## src/rtl/gray_sobel_frame_seq.sv

```systemverilog
// Frame-level sequencer for the grayscale/Sobel core: latches per-frame config,
// streams W*H pixels into the core, flushes until EXP outputs are collected,
// then pulses frame_done_o.
// Optional build macro FRAME_SEQ_WATCHDOG_EN adds a FLUSH watchdog
// (parameter WDOG_CYCLES, output wdog_err_o).
module gray_sobel_frame_seq #(
    parameter int unsigned MAX_PIXEL_BITS = 24,
    parameter int unsigned COORD_BITS     = 10,
    parameter int unsigned PIPE_LAT       = 1,
    parameter int unsigned CNT_BITS       = 2 * COORD_BITS
`ifdef FRAME_SEQ_WATCHDOG_EN
    ,
    parameter int unsigned WDOG_CYCLES    = 4096
`endif
) (
    input  logic                      clk_i,
    input  logic                      nreset_i,
    input  logic [1:0]                cfg_mode_i,
    input  logic [COORD_BITS-1:0]     cfg_width_i,
    input  logic [COORD_BITS-1:0]     cfg_height_i,
    input  logic                      frame_start_i,
    input  logic                      in_valid_i,
    input  logic [MAX_PIXEL_BITS-1:0] in_pixel_i,
    output logic                      in_ready_o,
    output logic [1:0]                core_select_o,
    output logic                      core_start_o,
    output logic [MAX_PIXEL_BITS-1:0] core_pixel_o,
    input  logic [MAX_PIXEL_BITS-1:0] core_pixel_i,
    input  logic                      core_px_ready_i,
    output logic                      out_valid_o,
    output logic [MAX_PIXEL_BITS-1:0] out_pixel_o,
    output logic                      out_last_o,
    output logic                      busy_o,
    output logic                      frame_done_o,
    output logic                      underrun_o,
    output logic                      cfg_err_o
`ifdef FRAME_SEQ_WATCHDOG_EN
    ,
    output logic                      wdog_err_o
`endif
);

    typedef enum logic [1:0] {IDLE, RUN, FLUSH, DONE} state_t;

    state_t                    state_q, state_d;
    logic [1:0]                mode_q, mode_d;
    logic [CNT_BITS-1:0]       total_q, total_d;
    logic [CNT_BITS-1:0]       exp_q, exp_d;
    logic [CNT_BITS-1:0]       in_cnt_q, in_cnt_d;
    logic [CNT_BITS-1:0]       out_cnt_q, out_cnt_d;
    logic [PIPE_LAT-1:0]       pipe_q, pipe_d;
    logic                      out_valid_q, out_valid_d;
    logic                      out_last_q, out_last_d;
    logic [MAX_PIXEL_BITS-1:0] out_pixel_q, out_pixel_d;
    logic                      underrun_q, underrun_d;
    logic                      cfg_err_q, cfg_err_d;

    logic                      cfg_sobel, cfg_bad, sobel_q, in_run, in_collect, accept;
    logic [CNT_BITS-1:0]       w_ext, h_ext;

`ifdef FRAME_SEQ_WATCHDOG_EN
    localparam int unsigned WDOG_BITS = $clog2(WDOG_CYCLES + 1);
    logic [WDOG_BITS-1:0]      wdog_q, wdog_d;
    logic                      wdog_err_q, wdog_err_d;
    assign wdog_err_o = wdog_err_q;
`endif

    // Config qualification and datapath helpers
    assign cfg_sobel  = (cfg_mode_i == 2'b01) || (cfg_mode_i == 2'b10);
    assign cfg_bad    = (cfg_width_i == '0) || (cfg_height_i == '0) ||
                        (cfg_sobel && ((cfg_width_i < COORD_BITS'(3)) ||
                                       (cfg_height_i < COORD_BITS'(3))));
    assign w_ext      = CNT_BITS'(cfg_width_i);
    assign h_ext      = CNT_BITS'(cfg_height_i);
    assign sobel_q    = (mode_q == 2'b01) || (mode_q == 2'b10);
    assign in_run     = (state_q == RUN);
    assign in_collect = (state_q == RUN) || (state_q == FLUSH);
    assign accept     = in_collect && (out_cnt_q != exp_q) &&
                        (sobel_q ? core_px_ready_i : pipe_q[PIPE_LAT-1]);

    // State-decoded control outputs and the pixel path into the core
    assign in_ready_o    = in_run;
    assign core_start_o  = in_collect;
    assign core_select_o = (state_q != IDLE) ? mode_q : 2'b00;
    assign core_pixel_o  = (in_run && in_valid_i) ? in_pixel_i : '0;
    assign busy_o        = (state_q != IDLE);
    assign frame_done_o  = (state_q == DONE);
    assign out_valid_o   = out_valid_q;
    assign out_pixel_o   = out_pixel_q;
    assign out_last_o    = out_last_q;
    assign underrun_o    = underrun_q;
    assign cfg_err_o     = cfg_err_q;

    // Next-state, counters and output collection
    always_comb begin
        state_d     = state_q;
        mode_d      = mode_q;
        total_d     = total_q;
        exp_d       = exp_q;
        in_cnt_d    = in_cnt_q;
        out_cnt_d   = out_cnt_q;
        pipe_d      = (state_q == IDLE) ? '0 : PIPE_LAT'({pipe_q, in_run});
        out_valid_d = 1'b0;
        out_last_d  = 1'b0;
        out_pixel_d = out_pixel_q;
        underrun_d  = underrun_q;
        cfg_err_d   = 1'b0;
`ifdef FRAME_SEQ_WATCHDOG_EN
        wdog_d      = '0;
        wdog_err_d  = 1'b0;
`endif
        unique case (state_q)
            IDLE: begin
                if (frame_start_i) begin
                    underrun_d = 1'b0;
                    if (cfg_bad) begin
                        cfg_err_d = 1'b1;
                    end else begin
                        mode_d    = cfg_mode_i;
                        total_d   = w_ext * h_ext;
                        exp_d     = cfg_sobel ? (w_ext - CNT_BITS'(2)) * (h_ext - CNT_BITS'(2))
                                              : w_ext * h_ext;
                        in_cnt_d  = '0;
                        out_cnt_d = '0;
                        state_d   = RUN;
                    end
                end
            end
            RUN: begin
                in_cnt_d = in_cnt_q + CNT_BITS'(1);
                if (!in_valid_i) underrun_d = 1'b1;
                if (in_cnt_q == total_q - CNT_BITS'(1)) state_d = FLUSH;
            end
            FLUSH: begin
                if (out_cnt_q == exp_q) begin
                    state_d = DONE;
                end
`ifdef FRAME_SEQ_WATCHDOG_EN
                else if (!accept) begin
                    wdog_d = wdog_q + WDOG_BITS'(1);
                    if (wdog_q == WDOG_BITS'(WDOG_CYCLES - 1)) begin
                        state_d    = IDLE;
                        wdog_err_d = 1'b1;
                    end
                end
`endif
            end
            DONE: state_d = IDLE;
            default: state_d = IDLE;
        endcase
        if (accept) begin
            out_valid_d = 1'b1;
            out_pixel_d = core_pixel_i;
            out_cnt_d   = out_cnt_q + CNT_BITS'(1);
            out_last_d  = (out_cnt_q + CNT_BITS'(1) == exp_q);
        end
    end

    // State and datapath registers with synchronous active-low reset
    always_ff @(posedge clk_i) begin
        if (!nreset_i) begin
            state_q     <= IDLE;
            mode_q      <= 2'b00;
            total_q     <= '0;
            exp_q       <= '0;
            in_cnt_q    <= '0;
            out_cnt_q   <= '0;
            pipe_q      <= '0;
            out_valid_q <= 1'b0;
            out_last_q  <= 1'b0;
            out_pixel_q <= '0;
            underrun_q  <= 1'b0;
            cfg_err_q   <= 1'b0;
`ifdef FRAME_SEQ_WATCHDOG_EN
            wdog_q      <= '0;
            wdog_err_q  <= 1'b0;
`endif
        end else begin
            state_q     <= state_d;
            mode_q      <= mode_d;
            total_q     <= total_d;
            exp_q       <= exp_d;
            in_cnt_q    <= in_cnt_d;
            out_cnt_q   <= out_cnt_d;
            pipe_q      <= pipe_d;
            out_valid_q <= out_valid_d;
            out_last_q  <= out_last_d;
            out_pixel_q <= out_pixel_d;
            underrun_q  <= underrun_d;
            cfg_err_q   <= cfg_err_d;
`ifdef FRAME_SEQ_WATCHDOG_EN
            wdog_q      <= wdog_d;
            wdog_err_q  <= wdog_err_d;
`endif
        end
    end

endmodule

```

## config.mk

```make
export PLATFORM = sky130hd
export DESIGN_NAME = gray_sobel_frame_seq
export DESIGN_NICKNAME = d
export VERILOG_FILES = /design/src/rtl/gray_sobel_frame_seq.sv
export SDC_FILE = /design/constraint.sdc
export NUM_CORES = 1
export LEC_CHECK = 0
export BUFFER_PORTS_ARGS = -buffer_cell sky130_fd_sc_hd__clkbuf_2
export CORE_ASPECT_RATIO = 0.8
export CORE_MARGIN = 1.5
export CORE_UTILIZATION = 35
export CTS_BUF_LIST = sky130_fd_sc_hd__clkbuf_16
export DETAILED_ROUTE_END_ITERATION = 10
export PLACE_DENSITY_LB_ADDON = 0.05
export SYNTH_ARGS = -nofsm -noshare
export SYNTH_HDL_FRONTEND = slang
export SYNTH_SLANG_ARGS = --single-unit
```

## constraint.sdc

```tcl
create_clock -name clk_i -period 16.74 [get_ports clk_i]
set_input_delay 2.511 -clock clk_i [delete_from_list [all_inputs] [get_ports clk_i]]
set_output_delay 2.511 -clock clk_i [all_outputs]
set_load 0.1 [all_outputs]
```

# Word-level counts from Yosys, hierarchy flattened
# Cells that the tools add are included.
[op_classes]
n_addsub = 5
mul = 2
order_cmp = 2
eq_ne = 17
muxes = 19
n_bitwise = 2
reduce_logical = 25
[op_table]
columns = ["op", "n"]
rows = [
  ["20-bit 2-to-1 mux", 5],
  ["20-bit == test", 3],
  ["20-bit by 1-bit adder with 20-bit output (second input constant)", 2],
  ["20-bit case mux with 2 select lines", 1],
  ["24-bit 2-to-1 mux", 1],
  ["10-bit by 2-bit subtractor with 11-bit output (second input constant)", 2],
  ["10-bit logical NOT", 2],
  ["10-bit by 2-bit less-than comparator with 1-bit output (second input constant)", 2],
  ["10-bit by 10-bit multiplier with 20-bit output", 1],
  ["11-bit by 11-bit multiplier with 20-bit output", 1],
  ["20-bit != test", 1],
  ["20-bit by 1-bit subtractor with 20-bit output (second input constant)", 1],
  ["3-bit AND reduction", 5],
  ["2-bit 2-to-1 mux", 5],
  ["2-bit == test (second input constant)", 4],
  ["2-bit case mux with 4 select lines", 1],
  ["2-bit nonzero test", 4],
  ["2-bit by 1-bit == test with 1-bit output (second input constant)", 3],
  ["1-bit logical OR", 6],
  ["2-bit by 1-bit != test with 1-bit output (second input constant)", 3],
  ["2-bit != test (second input constant)", 3],
  ["1-bit 2-to-1 mux", 5],
  ["1-bit logical AND", 4],
  ["4-bit AND reduction", 1],
  ["5 further kinds", 6],
]
[totals]
reg_bits = 113
word_cells = 84

# Depth between registers and ports, before layout
# Gate-level depths: netlist of the first run.
[depth]
depth_word = 8
ltp_mapped = 26

# Worst setup path before layout of the first run
# OpenSTA, ideal clock, no wires.
[synth_path]
path_type = "input to register"
start = "input cfg_width_i[3]"
end = "register exp_q[15]"
setup_ps = 91
arrival_time_ps = 8134
path_slack_ps = 8515
path_stages = 22
path_cell_list = "clkbuf_1 > nor3_1 > nand3_1 > or3_1 > xnor2_1 > nand2_1 > fa_1 > inv_1 > fa_1 > fa_1 > fa_1 > inv_1 > fa_1 > inv_1 > ha_1 > and2_1 > o21ai_0 > nand2_1 > o31a_1 > xor2_1 > nand2_1 > a311oi_1"
[synth_via]
elab_chain_cells = 6
elab_cells_between_ends = 12
classes_between = "add/sub (1); mul (2); order compare (1); mux (1); bitwise (1); reduce/logical (6)"
[synth_rtl]
columns = ["element", "line", "text"]
rows = [
  ["start, declared", "19", "input logic [COORD_BITS-1:0] cfg_width_i,"],
  ["parallel branches: the longest is 6 deep, another holds 11-bit by 11-bit multiplier with 20-bit output", "--", ""],
  ["end signal, assigned", "182", "exp_q <= exp_d;"],
  ["end, declared", "48", "logic [CNT_BITS-1:0] exp_q, exp_d;"],
]
# Parallel ways; which one is timed is not known.
# A chain may end at the register's enable or synchronous reset.

# Worst setup path after layout of the first run
[layout_path]
start = "input cfg_height_i[1]"
end = "register exp_q[18]"
[layout_via]
elab_chain_cells = 6
elab_cells_between_ends = 12
classes_between = "add/sub (1); mul (2); order compare (1); mux (1); bitwise (1); reduce/logical (6)"
[layout_rtl]
columns = ["element", "line", "text"]
rows = [
  ["start, declared", "20", "input logic [COORD_BITS-1:0] cfg_height_i,"],
  ["parallel branches: the longest is 6 deep, another holds 11-bit by 11-bit multiplier with 20-bit output", "--", ""],
]
# Parallel ways; which one is timed is not known.

==> flow_summary.yaml, run 1 <==
worst_setup_path:
  crit_path_start_kind: "input pin"
  critPathCaptureType: "flip-flop"
  slowest_delay_ns: 0.67
  crit_top_cell: "fa_1"
  required_ns: 16.96
  cp_max_fo: 23
  cp_cell_sequence: "clkbuf_2, or3_1, or3_1, xnor2_1, nand2_1, fa_1, fa_1, inv_1, fa_1, fa_1, inv_1, fa_1, inv_1, ha_1, o21ai_0, nor2_1, o2111ai_1, a31oi_1, a31oi_1, xnor2_1, o21ai_0, a21oi_1"
  r2r-start: "total_q[0]"
  r2r_slack_ns: 12.84
  crit_type: "in2reg"
  ff2ff_path_depth: 8
  critPathBufInv: 4
  cp_top_family: "adder cells"
  arrival_ns: 9.03
  r2r-end: "out_cnt_q[1]"
  critPathSlowestCell: "xnor2_1"
floorplan:
  die_w_um: 228.4
  start_util_pct: 35.77
  io_pins: 133
  core_um2: 39770
  dieArea_um2: 41870
  die_h_um: 183.3
  num_rows: 65
drt:
  vias_per_cell: 5.017
  drt-initial-drc-count: 694
  vias: 11790
  post-route-drc-count: 0
  first_pass_iters: 5
  wl_per_cell_um: 17.28
  totalWireLength_um: 40610
  antenna_left: 0
power_and_ir_drop:
  internal_power_mw: 1.044
  clkPwrFrac_pct: 10.6
  ir_drop_mv: 0.08209
  cellPowerDensity_nw_per_um2: 144.6
  swShare_pct: 53.68
  p_comb_share_pct: 74.0
  p_sw_mw: 1.210
  leakagePower_nw: 7.199
  pwr-share-seq_pct: 15.4
layout:
  fin_util_pct: 39.20
  final_common_cell: "nand2_1"
  layout_common_cells: "nand2_1 (250), inv_1 (222), fa_1 (169)"
  drive_gt1_share_pct: 10.97
  syn2layout_area_growth_pct: 9.606
  diodes: 0
  final_area_um2: 15590
  layout.nets: 2161
  final.fill_count: 4147
yosys:
  synthesis.area_um2: 14220
  synth.distinct_cells: 81
  ys_ff_latch: 112
  synth_top_flop_cell: "dfxtp_1"
  synth_edf_count: 0
  synthArstFlopShare_pct: 0
  synthCells: 1743
  synth-seq-area-share_pct: 15.76
  synth_area_per_cell_um2: 8.160
  synth_warnings: 0
  synth_nets: 2095
placement:
  dp_hpwl_um: 32580
  port_buffers: 132
  gp_congestion: 0.8333
  dpl_cell_area_um2: 15270
global_routing:
  grt_max_degree: 81
  gr-usage-all-layers_pct: 20.07
  grt_pass1_wl_um: 66170
  grt_pass1_vias: 12030
  antenna_found_initial: 0
  gr-total-overflow: 0
clock_tree:
  post_cts_resized: 0
  cts_tree: "yes"
  clk-insertion-delay-late_ns: 0.37
  cts_inserted_buffers: 9
  cts_max_level: 3
  cts.clk_slew.worst_paths_ns: 0.07
  cts_buffer_depth: 2
  post-cts-setup-buffers: 0
  cts_root_buf: "clkbuf_16"
  postCtsHoldBufs: 0
  cts_sinks: 112
min_path:
  whs_path_depth: 2
  hold_start: "out_pixel_o[11]"
  min_to: "out_pixel_o[11]"
  min_path_type: "reg2reg"
timing:
  hold_viol: 0
  finalCritPeriodShare_pct: 52.58
  finalSetupViolations: 0
  fmax_mhz: 113.6
  worst_pin_slew_ns: 1.097
  skew_ns: 0.01112
  rsz0062_at_grt: "false"
  relSlewSlack_pct: 26.32
  setup_tns_ns: 0
  period_needed_ns: 8.802
  drv_slew: 0
outcome:
  status: "complete, no violations"
flow_run:
  cap_viol_max_count: 0
[routing by layer]
metal	up-vias	routed length (um)	GRT usage, %
li1	5762	-	-
met1	5837	20860	29.78
met2	170	17820	30.89
met3	22	1626	3.203
met4	0	306	3.444
met5	-	0	0
[cell type report]
| type | instances | area, um2 | area share (%) |
|---|---|---|---|
| flip-flops and latches | 112 | 2242 | 14.38 |
| clock inverters | 7 | 96.34 | 0.6180 |
| multi-input cells | 1320 | 10780 | 69.16 |
| repair buffers | 141 | 728.2 | 4.671 |
| inverters | 225 | 844.6 | 5.417 |
| clock buffers | 9 | 225.2 | 1.445 |
| well taps | 536 | 670.6 | 4.302 |
[metrics by stage]
step	cells	setup slack (ns)	hold slack [ns]	total power, mW
after global placement	2334	7.675	0.4431	2.023
final	2350	7.938	0.4565	2.254
after floorplan	1743	8.515	0.4444	1.597
after detailed placement	2334	7.576	0.4489	2.021
after global routing	2350	7.480	0.4751	2.503
after CTS	2350	7.950	0.4603	2.274
[worst max-delay path by stage]
| stage | startpoint | end | slack [ns] | cells after the start |
|---|---|---|---|---|
| floorplan | cfg_width_i[3] | exp_q[15] | 8.51 | 22 |
| global placement | cfg_height_i[1] | exp_q[18] | 7.68 | 22 |
| detailed placement | cfg_height_i[1] | exp_q[15] | 7.58 | 22 |
| CTS | cfg_height_i[1] | exp_q[18] | 7.95 | 22 |
| global route | cfg_height_i[1] | exp_q[18] | 7.48 | 22 |
| finish | cfg_height_i[1] | exp_q[18] | 7.94 | 22 |
[Yosys cell counts, types with 6 or more instances]
| library cell | count | area (um2) |
|---|---|---|
| a211oi_1 | 8 | 60.06 |
| a21o_1 | 9 | 67.56 |
| a21oi_1 | 99 | 495.5 |
| a311oi_1 | 7 | 61.31 |
| a31oi_1 | 9 | 56.30 |
| and2_1 | 47 | 294.0 |
| and3_1 | 33 | 206.5 |
| buf_2 | 13 | 65.06 |
| clkbuf_1 | 67 | 251.5 |
| dfxtp_1 | 112 | 2242 |
| fa_1 | 169 | 3383 |
| ha_1 | 108 | 1351 |
| inv_1 | 221 | 829.6 |
| nand2_1 | 250 | 938.4 |
| nand2b_1 | 19 | 118.9 |
| nand3_1 | 23 | 115.1 |
| nand3b_1 | 11 | 82.58 |
| nand4_1 | 9 | 56.30 |
| nor2_1 | 143 | 536.8 |
| nor2b_1 | 18 | 112.6 |
| nor3_1 | 23 | 115.1 |
| nor4_1 | 10 | 62.56 |
| o2111ai_1 | 7 | 61.31 |
| o211ai_1 | 6 | 45.04 |
| o21ai_0 | 56 | 280.3 |
| o21bai_1 | 7 | 52.55 |
| o31a_1 | 7 | 61.31 |
| or2_2 | 10 | 62.56 |
| or3_1 | 20 | 125.1 |
| or4_1 | 10 | 75.07 |
| xnor2_1 | 81 | 709.4 |
| xor2_1 | 47 | 411.6 |
[cell families (layout without fill, tap and decap cells)]
logic type / Yosys count / in the layout / share of synthesized area [%]
flip-flops: 112 / 112 / 15.76
AO/OA/AOI/OAI: 250 / 250 / 11.02
buffers and inverters: 311 / 382 / 8.524
XOR/XNOR: 129 / 129 / 7.996
adder cells (fa/ha/maj): 279 / 279 / 33.43
AND/OR/NAND/NOR: 654 / 654 / 22.68
multiplexers: 8 / 8 / 0.5894
[worst register-to-register path, stage by stage, from the launching register on]
cell and delay (ns):
dfxtp_1 0.50, xor2_1 0.17, or4_1 0.53, nor3_1 0.26, a41o_2 0.23, buf_4 0.46, clkinv_1 1.05, a22oi_1 0.49
nor2_1 0.06
[registers in the layout (all words and copies together) (netlist names)]
name and count:
out_pixel_o 24, out_last_o 1, out_cnt_q 20, pipe_q 1, underrun_o 1, total_q 20, cfg_err_o 1, state_q 2
in_cnt_q 20, mode_q 2, out_valid_o 1, exp_q 19
[power by group through the flow]
stage / registers [mW] / clock network [mW] / logic, mW
6_report: 0.348 / 0.238 / 1.67
2_1_floorplan: 0.379 / 0 / 1.22
3_3_place_gp: 0.354 / 0 / 1.67
5_1_grt: 0.355 / 0.258 / 1.89
4_1_cts: 0.349 / 0.247 / 1.68
3_5_place_dp: 0.355 / 0 / 1.67
Power figures use the tool's default switching activity.
==> inputs of run 2 (changes only) <==
==> constraint.sdc (replaced) <==
create_clock -name clk_i -period 8.35 [get_ports clk_i]
set_input_delay 1.2525 -clock clk_i [delete_from_list [all_inputs] [get_ports clk_i]]
set_output_delay 1.2525 -clock clk_i [all_outputs]
set_load 0.1 [all_outputs]
==> run 2 against run 1 <==
Effect of this change: design area grew 0.29%; cell count up 0.34%; first-iteration DRC count is 11% lower; global-route usage increased by 0.41 points; via count grew 0.49%; sequential power is 100% higher; worst setup slack lost 7.1 ns; non-clock buffer count is 8 higher; die area did not move; combinational power increased by 100%; critical endpoint unchanged; largest power group unchanged.
==> flow_summary.yaml, run 2 (synthesis results as in run 1) <==
global_routing:
  gr-usage-all-layers_pct: 20.48
  grt_max_degree: 81
  busiest_layer: "met2"
  grt.met3_usage_pct: 2.752
  grt_pass1_wl_um: 67360
  gr-total-overflow: 0
  antenna_found_initial: 1
  globalRouteMet2Util_pct: 31.51
  met1_usage_pct: 30.99
  grt_pass1_vias: 12020
clock_tree:
  cts_max_level: 3
  cts_sinks: 112
  cts_inserted_buffers: 9
  postCtsHoldBufs: 0
  cts_root_buf: "clkbuf_16"
  post_cts_resized: 0
  clk-insertion-delay-late_ns: 0.37
  cts_buffer_depth: 2
  cts_tree: "yes"
  post-cts-setup-buffers: 0
  cts.clk_slew.worst_paths_ns: 0.07
drt:
  vias_per_cell: 5.025
  drt-initial-drc-count: 618
  totalWireLength_um: 41310
  first_pass_iters: 5
  wl_per_cell_um: 17.52
  vias: 11850
  post-route-drc-count: 0
  antenna_left: 0
timing:
  setup_tns_ns: 0
  period_needed_ns: 7.551
  skew_ns: 0.006464
  hold_viol: 0
  fmax_mhz: 132.4
  worst_pin_slew_ns: 1.032
  rsz0062_at_grt: "false"
  finalCritPeriodShare_pct: 90.43
  relSlewSlack_pct: 30.74
  drv_slew: 0
  finalSetupViolations: 0
floorplan:
  num_rows: 65
  die_w_um: 228.4
  start_util_pct: 35.77
  core_um2: 39770
  die_h_um: 183.3
  io_pins: 133
  dieArea_um2: 41870
worst_setup_path:
  arrival_ns: 7.78
  required_ns: 8.57
  r2r-start: "out_cnt_q[7]"
  worstSetupStartpoint: "cfg_width_i[5]"
  crit_type: "in2reg"
  r2r_slack_ns: 4.99
  crit_path_start_kind: "input pin"
  cp_max_fo: 12
  critPathCaptureType: "flip-flop"
power_and_ir_drop:
  ir_drop_mv: 0.1891
  leakagePower_nw: 7.241
  total_power_mw: 4.577
  cellPowerDensity_nw_per_um2: 292.7
outcome:
  status: "complete, no violations"
layout:
  diodes: 0
  syn2layout_area_growth_pct: 9.923
  final_area_um2: 15640
  layout.nets: 2169
  largest_register_ff_count: 24
  final.fill_count: 4129
  drive_gt1_share_pct: 11.20
  final_common_cell: "nand2_1"
  layout_common_cells: "nand2_1 (250), inv_1 (223), fa_1 (169)"
placement:
  dp_hpwl_um: 33240
  dpl_cell_area_um2: 15320
  port_buffers: 132
  gp_congestion: 0.8252
flow_run:
  cap_viol_max_count: 0
min_path:
  hold_start: "out_pixel_o[12]"
  min_path_type: "reg2reg"
run 2: path summary, 6_finish.rpt:
check	to	depth (start not counted)
setup reg to reg	out_cnt_q[9]	8
hold reg to reg	out_pixel_o[12]	2
hold / removal	out_pixel_o[12]	2
setup / recovery	exp_q[18]	23
run 2: layout make-up:
| type | count | area, um2 | share of cell area [%] |
|---|---|---|---|
| multi-input combinational | 1320 | 10780 | 68.93 |
| clock buffer | 9 | 225.2 | 1.440 |
| timing repair buffer | 149 | 788.3 | 5.042 |
| inverter | 225 | 844.6 | 5.402 |
| tap | 536 | 670.6 | 4.289 |
| sequential | 112 | 2242 | 14.34 |
| clock inverter | 7 | 87.58 | 0.5602 |
run 2: report_power, final:
| group | switching, mW | internal [mW] |
|---|---|---|
| clock network | 0.206 | 0.261 |
| logic | 2.19 | 1.22 |
| registers | 0.0849 | 0.613 |
| total | 2.48 | 2.10 |
run 2: metal layers:
layer	share of wire, %	vias up
met5	0	-
met4	0.84	0
met3	3.5	22
met2	44	167
met1	52	5879
li1	-	5781
run 2: stage by stage:
step | instances | setup slack (ns) | hold slack, ns | utilization (%)
after global routing | 2358 | 0.3346 | 0.4769 | 39.31
final | 2358 | 0.7989 | 0.4540 | 39.31
after floorplan | 1743 | 1.383 | 0.4444 | -
after global placement | 2342 | 0.4837 | 0.4427 | 38.53
after CTS | 2358 | 0.8382 | 0.4582 | 39.31
after detailed placement | 2342 | 0.4409 | 0.4474 | 38.53
run 2: worst max-delay path, cell delays in order:
cell       delay (ns)
clkbuf_2         0.20
nor3_1           0.49
nand3_1          0.32
or3_1            0.44
xnor2_1          0.50
nand2b_1         0.14
fa_1             0.50
inv_1            0.05
fa_1             0.53
fa_1             0.44
fa_1             0.54
inv_1            0.05
fa_1             0.53
inv_1            0.04
ha_1             0.32
o21ai_0          0.38
nor2_1           0.11
o2111ai_1        0.18
a31oi_1          0.19
a31oi_1          0.24
xnor2_1          0.09
o21ai_0          0.15
a21oi_1          0.08
